<file path="config.mk">
export PLATFORM = sky130hd
export DESIGN_NAME = apb_rr_master_ctrl
export DESIGN_NICKNAME = d
export VERILOG_FILES = /design/src/rtl/apb_rr_master_ctrl.sv
export SDC_FILE = /design/constraint.sdc
export NUM_CORES = 1
export LEC_CHECK = 0
export ABC_CLOCK_PERIOD_IN_PS = 4000
export BUFFER_PORTS_ARGS = -buffer_cell sky130_fd_sc_hd__buf_2
export CORE_AREA = 2 2 173 175
export DETAILED_ROUTE_END_ITERATION = 8
export DIE_AREA = 0 0 175 177
export HOLD_SLACK_MARGIN = 0.15
export PLACE_DENSITY = 0.55
export SETUP_SLACK_MARGIN = 0.1
export SLEW_MARGIN = 0
export SYNTH_ARGS = -nofsm -noshare
export SYNTH_HDL_FRONTEND = slang
export SYNTH_SLANG_ARGS = --single-unit
</file>
<file path="constraint.sdc">
create_clock -name PCLK -period 4 [get_ports PCLK]
set_input_delay 0.8 -clock PCLK [delete_from_list [all_inputs] [get_ports PCLK]]
set_output_delay 0.8 -clock PCLK [all_outputs]
set_load 0.005 [all_outputs]
</file>
<file path="src/rtl/apb_rr_master_ctrl.sv">
// apb_rr_master_ctrl
//   Shares one APB master port among NUM_REQ requesters with round-robin
//   arbitration. Each captured request runs as one APB transfer: SETUP for
//   one cycle, then ACCESS until PREADY (or until the wait-state timeout).
//
// Ports
//   PCLK, PRESETn         clock, asynchronous active-low reset
//   req_valid/req_ack     per-requester request / one-cycle capture pulse
//   req_write/addr/wdata/strb  packed per-requester request fields
//   rsp_valid             one-cycle response pulse to the owning requester
//   rsp_rdata, rsp_err    response data / error (PSLVERR, timeout, parity)
//   PSEL..PSTRB           APB master outputs
//   PREADY, PSLVERR, PRDATA  APB slave responses
//   PADDRCHK, PWDATACHK, PSTRBCHK, PRDATACHK  APB parity signals
//   dbg_state             current FSM state (IDLE=0, SETUP=1, ACCESS=2)
//
// Configuration
//   APB_PARITY_EN  defined: odd parity per byte is generated on PADDR/PWDATA
//                  (and over PSTRB), and PRDATACHK is checked on reads.
//                  undefined: parity outputs are 0 and PRDATACHK is ignored.
//
// Request handshake: a requester raises req_valid and holds it, with its
// fields stable, until it sees req_ack. The ack is a one-cycle pulse in the
// IDLE cycle where the request wins arbitration; the fields are captured on
// that same clock edge. A req_valid dropped before its ack is never captured.
module apb_rr_master_ctrl #(
  parameter int NUM_REQ     = 4,
  parameter int ADDR_WIDTH  = 32,
  parameter int DATA_WIDTH  = 32,
  parameter int TIMEOUT_CYC = 256
) (
  input  logic                           PCLK,
  input  logic                           PRESETn,
  input  logic [NUM_REQ-1:0]             req_valid,
  output logic [NUM_REQ-1:0]             req_ack,
  input  logic [NUM_REQ-1:0]             req_write,
  input  logic [NUM_REQ*ADDR_WIDTH-1:0]  req_addr,
  input  logic [NUM_REQ*DATA_WIDTH-1:0]  req_wdata,
  input  logic [NUM_REQ*DATA_WIDTH/8-1:0] req_strb,
  output logic [NUM_REQ-1:0]             rsp_valid,
  output logic [DATA_WIDTH-1:0]          rsp_rdata,
  output logic                           rsp_err,
  output logic                           PSEL,
  output logic                           PENABLE,
  output logic                           PWRITE,
  output logic [ADDR_WIDTH-1:0]          PADDR,
  output logic [DATA_WIDTH-1:0]          PWDATA,
  output logic [DATA_WIDTH/8-1:0]        PSTRB,
  input  logic                           PREADY,
  input  logic                           PSLVERR,
  input  logic [DATA_WIDTH-1:0]          PRDATA,
  output logic [ADDR_WIDTH/8-1:0]        PADDRCHK,
  output logic [DATA_WIDTH/8-1:0]        PWDATACHK,
  output logic                           PSTRBCHK,
  input  logic [DATA_WIDTH/8-1:0]        PRDATACHK,
  output logic [1:0]                     dbg_state
);

  localparam int IDXW     = $clog2(NUM_REQ);
  localparam int SW       = DATA_WIDTH / 8;
  localparam int AB       = ADDR_WIDTH / 8;
  localparam int CW       = (TIMEOUT_CYC < 2) ? 1 : $clog2(TIMEOUT_CYC + 1);
  localparam int TMO_LAST = (TIMEOUT_CYC > 0) ? TIMEOUT_CYC - 1 : 0;

  localparam logic [1:0] ST_IDLE   = 2'd0;
  localparam logic [1:0] ST_SETUP  = 2'd1;
  localparam logic [1:0] ST_ACCESS = 2'd2;

  logic [1:0]            state_q, state_d;
  logic [IDXW-1:0]       ptr_q, ptr_d;
  logic [IDXW-1:0]       gnt_q, gnt_d;
  logic                  pwrite_q, pwrite_d;
  logic [ADDR_WIDTH-1:0] paddr_q, paddr_d;
  logic [DATA_WIDTH-1:0] pwdata_q, pwdata_d;
  logic [SW-1:0]         pstrb_q, pstrb_d;
  logic [CW-1:0]         cnt_q, cnt_d;
  logic [NUM_REQ-1:0]    rsp_valid_q, rsp_valid_d;
  logic [DATA_WIDTH-1:0] rsp_rdata_q, rsp_rdata_d;
  logic                  rsp_err_q, rsp_err_d;

  logic [NUM_REQ-1:0]    ack_c;
  logic [IDXW-1:0]       pick;
  logic [IDXW-1:0]       gnt_next;
  logic                  tmo_hit;
  logic                  rd_par_err;

  // First pending requester at or after the pointer, wrapping. Scanning from
  // the far end down lets the closest candidate overwrite the others.
  function automatic logic [IDXW-1:0] rr_pick(input logic [NUM_REQ-1:0] v,
                                               input logic [IDXW-1:0]    p);
    logic [IDXW-1:0] r;
    int              i;
    r = p;
    for (int k = NUM_REQ - 1; k >= 0; k--) begin
      i = int'(p) + k;
      if (i >= NUM_REQ) i = i - NUM_REQ;
      if (v[IDXW'(i)]) r = IDXW'(i);
    end
    return r;
  endfunction

  assign pick     = rr_pick(req_valid, ptr_q);
  assign gnt_next = (gnt_q == IDXW'(NUM_REQ - 1)) ? '0 : gnt_q + IDXW'(1);
  // Fires on the ACCESS cycle that would be the TIMEOUT_CYC-th with PREADY low.
  assign tmo_hit  = (TIMEOUT_CYC != 0) && (cnt_q == CW'(TMO_LAST));

  always_comb begin
    state_d     = state_q;
    ptr_d       = ptr_q;
    gnt_d       = gnt_q;
    pwrite_d    = pwrite_q;
    paddr_d     = paddr_q;
    pwdata_d    = pwdata_q;
    pstrb_d     = pstrb_q;
    cnt_d       = cnt_q;
    rsp_valid_d = '0;
    rsp_rdata_d = '0;
    rsp_err_d   = 1'b0;
    ack_c       = '0;
    case (state_q)
      ST_IDLE: begin
        if (|req_valid) begin
          ack_c[pick] = 1'b1;
          gnt_d       = pick;
          pwrite_d    = req_write[pick];
          paddr_d     = req_addr[pick*ADDR_WIDTH +: ADDR_WIDTH];
          pwdata_d    = req_wdata[pick*DATA_WIDTH +: DATA_WIDTH];
          pstrb_d     = req_write[pick] ? req_strb[pick*SW +: SW] : '0;
          state_d     = ST_SETUP;
        end
      end
      ST_SETUP: begin
        cnt_d   = '0;
        state_d = ST_ACCESS;
      end
      ST_ACCESS: begin
        // Completion is checked first so PREADY on the last allowed cycle wins.
        if (PREADY) begin
          rsp_valid_d[gnt_q] = 1'b1;
          rsp_rdata_d        = pwrite_q ? '0 : PRDATA;
          rsp_err_d          = PSLVERR | (~pwrite_q & rd_par_err);
          ptr_d              = gnt_next;
          state_d            = ST_IDLE;
        end else if (tmo_hit) begin
          rsp_valid_d[gnt_q] = 1'b1;
          rsp_err_d          = 1'b1;
          ptr_d              = gnt_next;
          state_d            = ST_IDLE;
        end else begin
          cnt_d = cnt_q + CW'(1);
        end
      end
      default: state_d = ST_IDLE;
    endcase
  end

  always_ff @(posedge PCLK or negedge PRESETn) begin
    if (!PRESETn) begin
      state_q     <= ST_IDLE;
      ptr_q       <= '0;
      gnt_q       <= '0;
      pwrite_q    <= 1'b0;
      paddr_q     <= '0;
      pwdata_q    <= '0;
      pstrb_q     <= '0;
      cnt_q       <= '0;
      rsp_valid_q <= '0;
      rsp_rdata_q <= '0;
      rsp_err_q   <= 1'b0;
    end else begin
      state_q     <= state_d;
      ptr_q       <= ptr_d;
      gnt_q       <= gnt_d;
      pwrite_q    <= pwrite_d;
      paddr_q     <= paddr_d;
      pwdata_q    <= pwdata_d;
      pstrb_q     <= pstrb_d;
      cnt_q       <= cnt_d;
      rsp_valid_q <= rsp_valid_d;
      rsp_rdata_q <= rsp_rdata_d;
      rsp_err_q   <= rsp_err_d;
    end
  end

`ifdef APB_PARITY_EN
  logic [AB-1:0] paddrchk_q, paddrchk_d;
  logic [SW-1:0] pwdatachk_q, pwdatachk_d;
  logic          pstrbchk_q, pstrbchk_d;

  function automatic logic [AB-1:0] addr_par(input logic [ADDR_WIDTH-1:0] v);
    logic [AB-1:0] r;
    for (int i = 0; i < AB; i++) r[i] = ~^v[i*8 +: 8];
    return r;
  endfunction

  function automatic logic [SW-1:0] data_par(input logic [DATA_WIDTH-1:0] v);
    logic [SW-1:0] r;
    for (int i = 0; i < SW; i++) r[i] = ~^v[i*8 +: 8];
    return r;
  endfunction

  // Parity follows the next-state data so it lands in the same cycle as it.
  assign paddrchk_d  = addr_par(paddr_d);
  assign pwdatachk_d = data_par(pwdata_d);
  assign pstrbchk_d  = ~^pstrb_d;
  assign rd_par_err  = (PRDATACHK != data_par(PRDATA));

  always_ff @(posedge PCLK or negedge PRESETn) begin
    if (!PRESETn) begin
      paddrchk_q  <= '0;
      pwdatachk_q <= '0;
      pstrbchk_q  <= 1'b0;
    end else begin
      paddrchk_q  <= paddrchk_d;
      pwdatachk_q <= pwdatachk_d;
      pstrbchk_q  <= pstrbchk_d;
    end
  end

  assign PADDRCHK  = paddrchk_q;
  assign PWDATACHK = pwdatachk_q;
  assign PSTRBCHK  = pstrbchk_q;
`else
  logic unused_prdatachk;
  assign unused_prdatachk = ^PRDATACHK;
  assign rd_par_err       = 1'b0;
  assign PADDRCHK         = '0;
  assign PWDATACHK        = '0;
  assign PSTRBCHK         = 1'b0;
`endif

  // The grant is combinational from IDLE, so it is forced low during reset.
  assign req_ack   = PRESETn ? ack_c : '0;
  assign PSEL      = (state_q == ST_SETUP) || (state_q == ST_ACCESS);
  assign PENABLE   = (state_q == ST_ACCESS);
  assign PWRITE    = pwrite_q;
  assign PADDR     = paddr_q;
  assign PWDATA    = pwdata_q;
  assign PSTRB     = pstrb_q;
  assign rsp_valid = rsp_valid_q;
  assign rsp_rdata = rsp_rdata_q;
  assign rsp_err   = rsp_err_q;
  assign dbg_state = state_q;

endmodule

</file>
==> results by group <==
Setup path
  • Worst-path cell chain: buf_2, and3b_1, o41ai_4, buf_4, buf_12, nor3b_1, buf_2
  • Required time of the critical path: 3200 ps
  • CP max FO: 59
  • CP Launch Type: input pin
  • Slowest CP cell: o41ai_4
  • Buf/Inv on CP: 4
  • Cell family with most CP delay: buffers and inverters
  • Most used cell, CP: buf_2
  • Endpoint class of the critical path: output pin
  • Setup CP Type: in -> out
  • Worst EP arrival: about 2200 ps
  • CP peak stage delay: between 300 and 400 ps

Power
  • Max IR drop VDD: between 0.0003 and 0.0004 V
  • Combinational power share: roughly 45%
  • Flop pwr share: 30.4%
  • Net switching power: approximately 0.0021 W
  • Clock network power share: between 20% and 30%
  • Sw Ratio: between 30% and 40%
  • Internal power consumption: approximately 0.0042 W
  • PD cells: between 600 and 700 mW/mm^2
  • Leakage: roughly 4.8 nW

GRT
  • Initial antenna violation count: 1
  • All-Layer GR Usage: 13.1%
  • Vias in the first global route: between 5000 and 6000
  • First-pass GRT wire length: approximately 31000 um
  • Global route total overflow: 0
  • Largest net degree at the start of global routing: 67

Routing
  • Drt drc: 0
  • Via/cell ratio: about 4.2
  • Post-Route WL: about 21000 um
  • Post-DRT Antenna Nets: 0
  • Via count: around 5400
  • DRT Pass-1 Iters: 4
  • DRT iter0 DRCs: between 200 and 250
  • Routed len/inst: between 15 and 20 um

Synth
  • Mean Syn Cell Area: ~14 sq um
  • Synth cell types: 35
  • Cell count after synthesis: about 450
  • Post-Syn Area: 0.00651 sq mm
  • Register area share after synthesis: about 46%
  • Area leader, netlist: dfrtp_1
  • Yosys Warn Count: 0
  • Top cell type's share of synthesized area: between 40% and 50%
  • Post-synthesis register bit count: 121
  • Leading post-synthesis cells by cell area: dfrtp_1 46%, mux4_2 24%, mux2_2 11%

Final layout
  • Area of the multi-input gates: approximately 0.0031 sq mm
  • Area grow syn2layout: 47.5%
  • Most frequent cells in the layout: 428 x buf_2, 121 x dfrtp_1, 69 x mux4_2, 63 x mux2_2, 38 x and2_1
  • Finished Layout Cells: ~1300
  • Final nets: about 1200
  • Share of cells above drive strength 1: 67.9%
  • Final Util: about a third
  • Commonest non-fill, non-tap cell in the layout: buf_2
  • Fillers: about 3000
  • Sequential cell area: 0.00303 sq mm

Flow run
  • Max-cap violations: 0

Floorplan
  • Die span in y: ~180 um
  • Core area: 0.0292 sq mm
  • FP Rows: 63
  • Die W: between 150 and 200 um
  • Starting Density: 22.3%
  • Die footprint: about 0.031 sq mm
  • Num ports: around 440

Worst hold path
  • Hold WC Path Type: in -> async

Status
  • Status: finished clean

Place
  • Final GP Congestion: 0.759
  • Port Buf Inserts: ~430
  • DP Wirelength: 16700 um
  • Placed cells: ~1300

Timing
  • Max Freq: roughly 330 MHz
  • Slew Viols, Final: 0
  • Worst-Margin Slew: 992 ps
  • TNS Setup: 0 ps
  • Min cycle time layout: slightly above 3000 ps
  • Setup violations, final: 0
  • Tcrit/Tclk final: between 70% and 80%
  • Fin. Hold Viols: 0
  • RSZ-0062 raised after global routing: false
  • Slew Limit Headroom: between 30 and 40%
  • Fin Clk Skew: between 7 and 8 ps

Clock network
  • CTS Buf Count: 17
  • Post-CTS Setup Repair Bufs: 0
  • H-tree level count: 4
  • CTS tree: done
  • Clk_lat worst skew: between 400 and 500 ps
  • Post-CTS Resized: 0
  • Clock transition at path regs: roughly 60 ps
  • Root buf cell: clkbuf_16
  • Max Root-Sink Buffers: 2
  • Post-CTS Hold Buffers: 0
  • Num Clock Sinks: between 100 and 150
## cell families (layout without fill, tap and decap cells)
logic type	Yosys count	in the layout	share of synthesized area, %
muxes	133	133	34.9
and+or+nand+nor	91	91	7.59
DFF	121	121	46.5
AOI/OAI and AO/OA	28	28	2.88
adders and majority gates	9	9	1.73
buffers and inverters	64	499	5.80
other	1	10	0.0576
xor gates and xnor gates	4	4	0.538
## cells in the mapped netlist, drive strengths merged
library cell / count
o41ai: 1
nor3b: 3
mux4: 69
nand3: 3
o31ai: 6
and2: 38
nand3b: 1
dfrtp: 121
and3b: 1
conb: 1
xnor2: 2
a21oi: 3
nand2: 22
o21ai: 14
and3: 1
nand4: 2
buf: 25
nor2b: 6
nand2b: 1
mux2: 64
xor2: 2
nor3: 5
o21a: 2
o211ai: 1
nor4: 1
o21bai: 1
inv: 28
clkbuf: 11
nor2: 7
ha: 9
## routing by layer
metal	track usage [%]	routed length (um)	vias up
met5	0	0	-
met4	3.61	238	0
met3	3.99	1560	12
met2	22.9	10800	265
met1	15.6	8470	2646
li1	-	-	2496
## state kept, by name (all words and copies together) (netlist names)
signal	flops
gnt_q	2
PSTRB	4
cnt_q	9
PADDR	32
rsp_rdata	32
rsp_valid	4
ptr_q	2
PWDATA	32
rsp_err	1
dbg_state	2
PWRITE	1
## worst paths after layout
kind                            cells past startpoint  slack, ps                      to                  from
worst max register to register                      7       1510   PWDATA[5]$_DFFE_PN0P_  ptr_q[1]$_DFFE_PN0P_
worst min-delay path                                1        220  rsp_rdata[0]$_DFF_PN0_               PRESETn
min in group PCLK                                   2        470    PSTRB[1]$_DFFE_PN0P_  PSTRB[1]$_DFFE_PN0P_
max in group asynchronous                           2       2790   PADDR[13]$_DFFE_PN0P_               PRESETn
worst min register to register                      2        470    PSTRB[1]$_DFFE_PN0P_  PSTRB[1]$_DFFE_PN0P_
worst max-delay path                                7        960              req_ack[0]          req_valid[3]
## power by group through the flow
stage	logic (W)	clock network [W]	registers, W
2_1_floorplan	0.00184	0	0.00192
3_3_place_gp	0.00281	0	0.00190
3_5_place_dp	0.00284	0	0.00191
4_1_cts	0.00284	0.00162	0.00190
5_1_grt	0.00305	0.00167	0.00195
6_report	0.00279	0.00154	0.00189
## stage by stage
stage          total power (W)  setup slack [ps]  area, sq um  hold slack [ps]
2_1_floorplan          0.00376              1100         6540              473
3_3_place_gp           0.00471               938         9020              458
3_5_place_dp           0.00475               918         9020              463
4_1_cts                0.00636               928         9610              194
5_1_grt                0.00667               820         9610              196
6_report               0.00622               965         9610              218
## area by class of cell
| type | instances | area share (%) |
|---|---|---|
| multi-input combinational | 274 | 32.7 |
| sequential | 121 | 31.5 |
| timing repair buffer | 440 | 23.5 |
| tap | 390 | 5.08 |
| clock buffer | 18 | 4.57 |
| clock inverter | 13 | 1.50 |
| inverter | 28 | 1.09 |
| antenna | 1 | 0.0260 |
No activity file was read; power rests on OpenSTA's default activity.
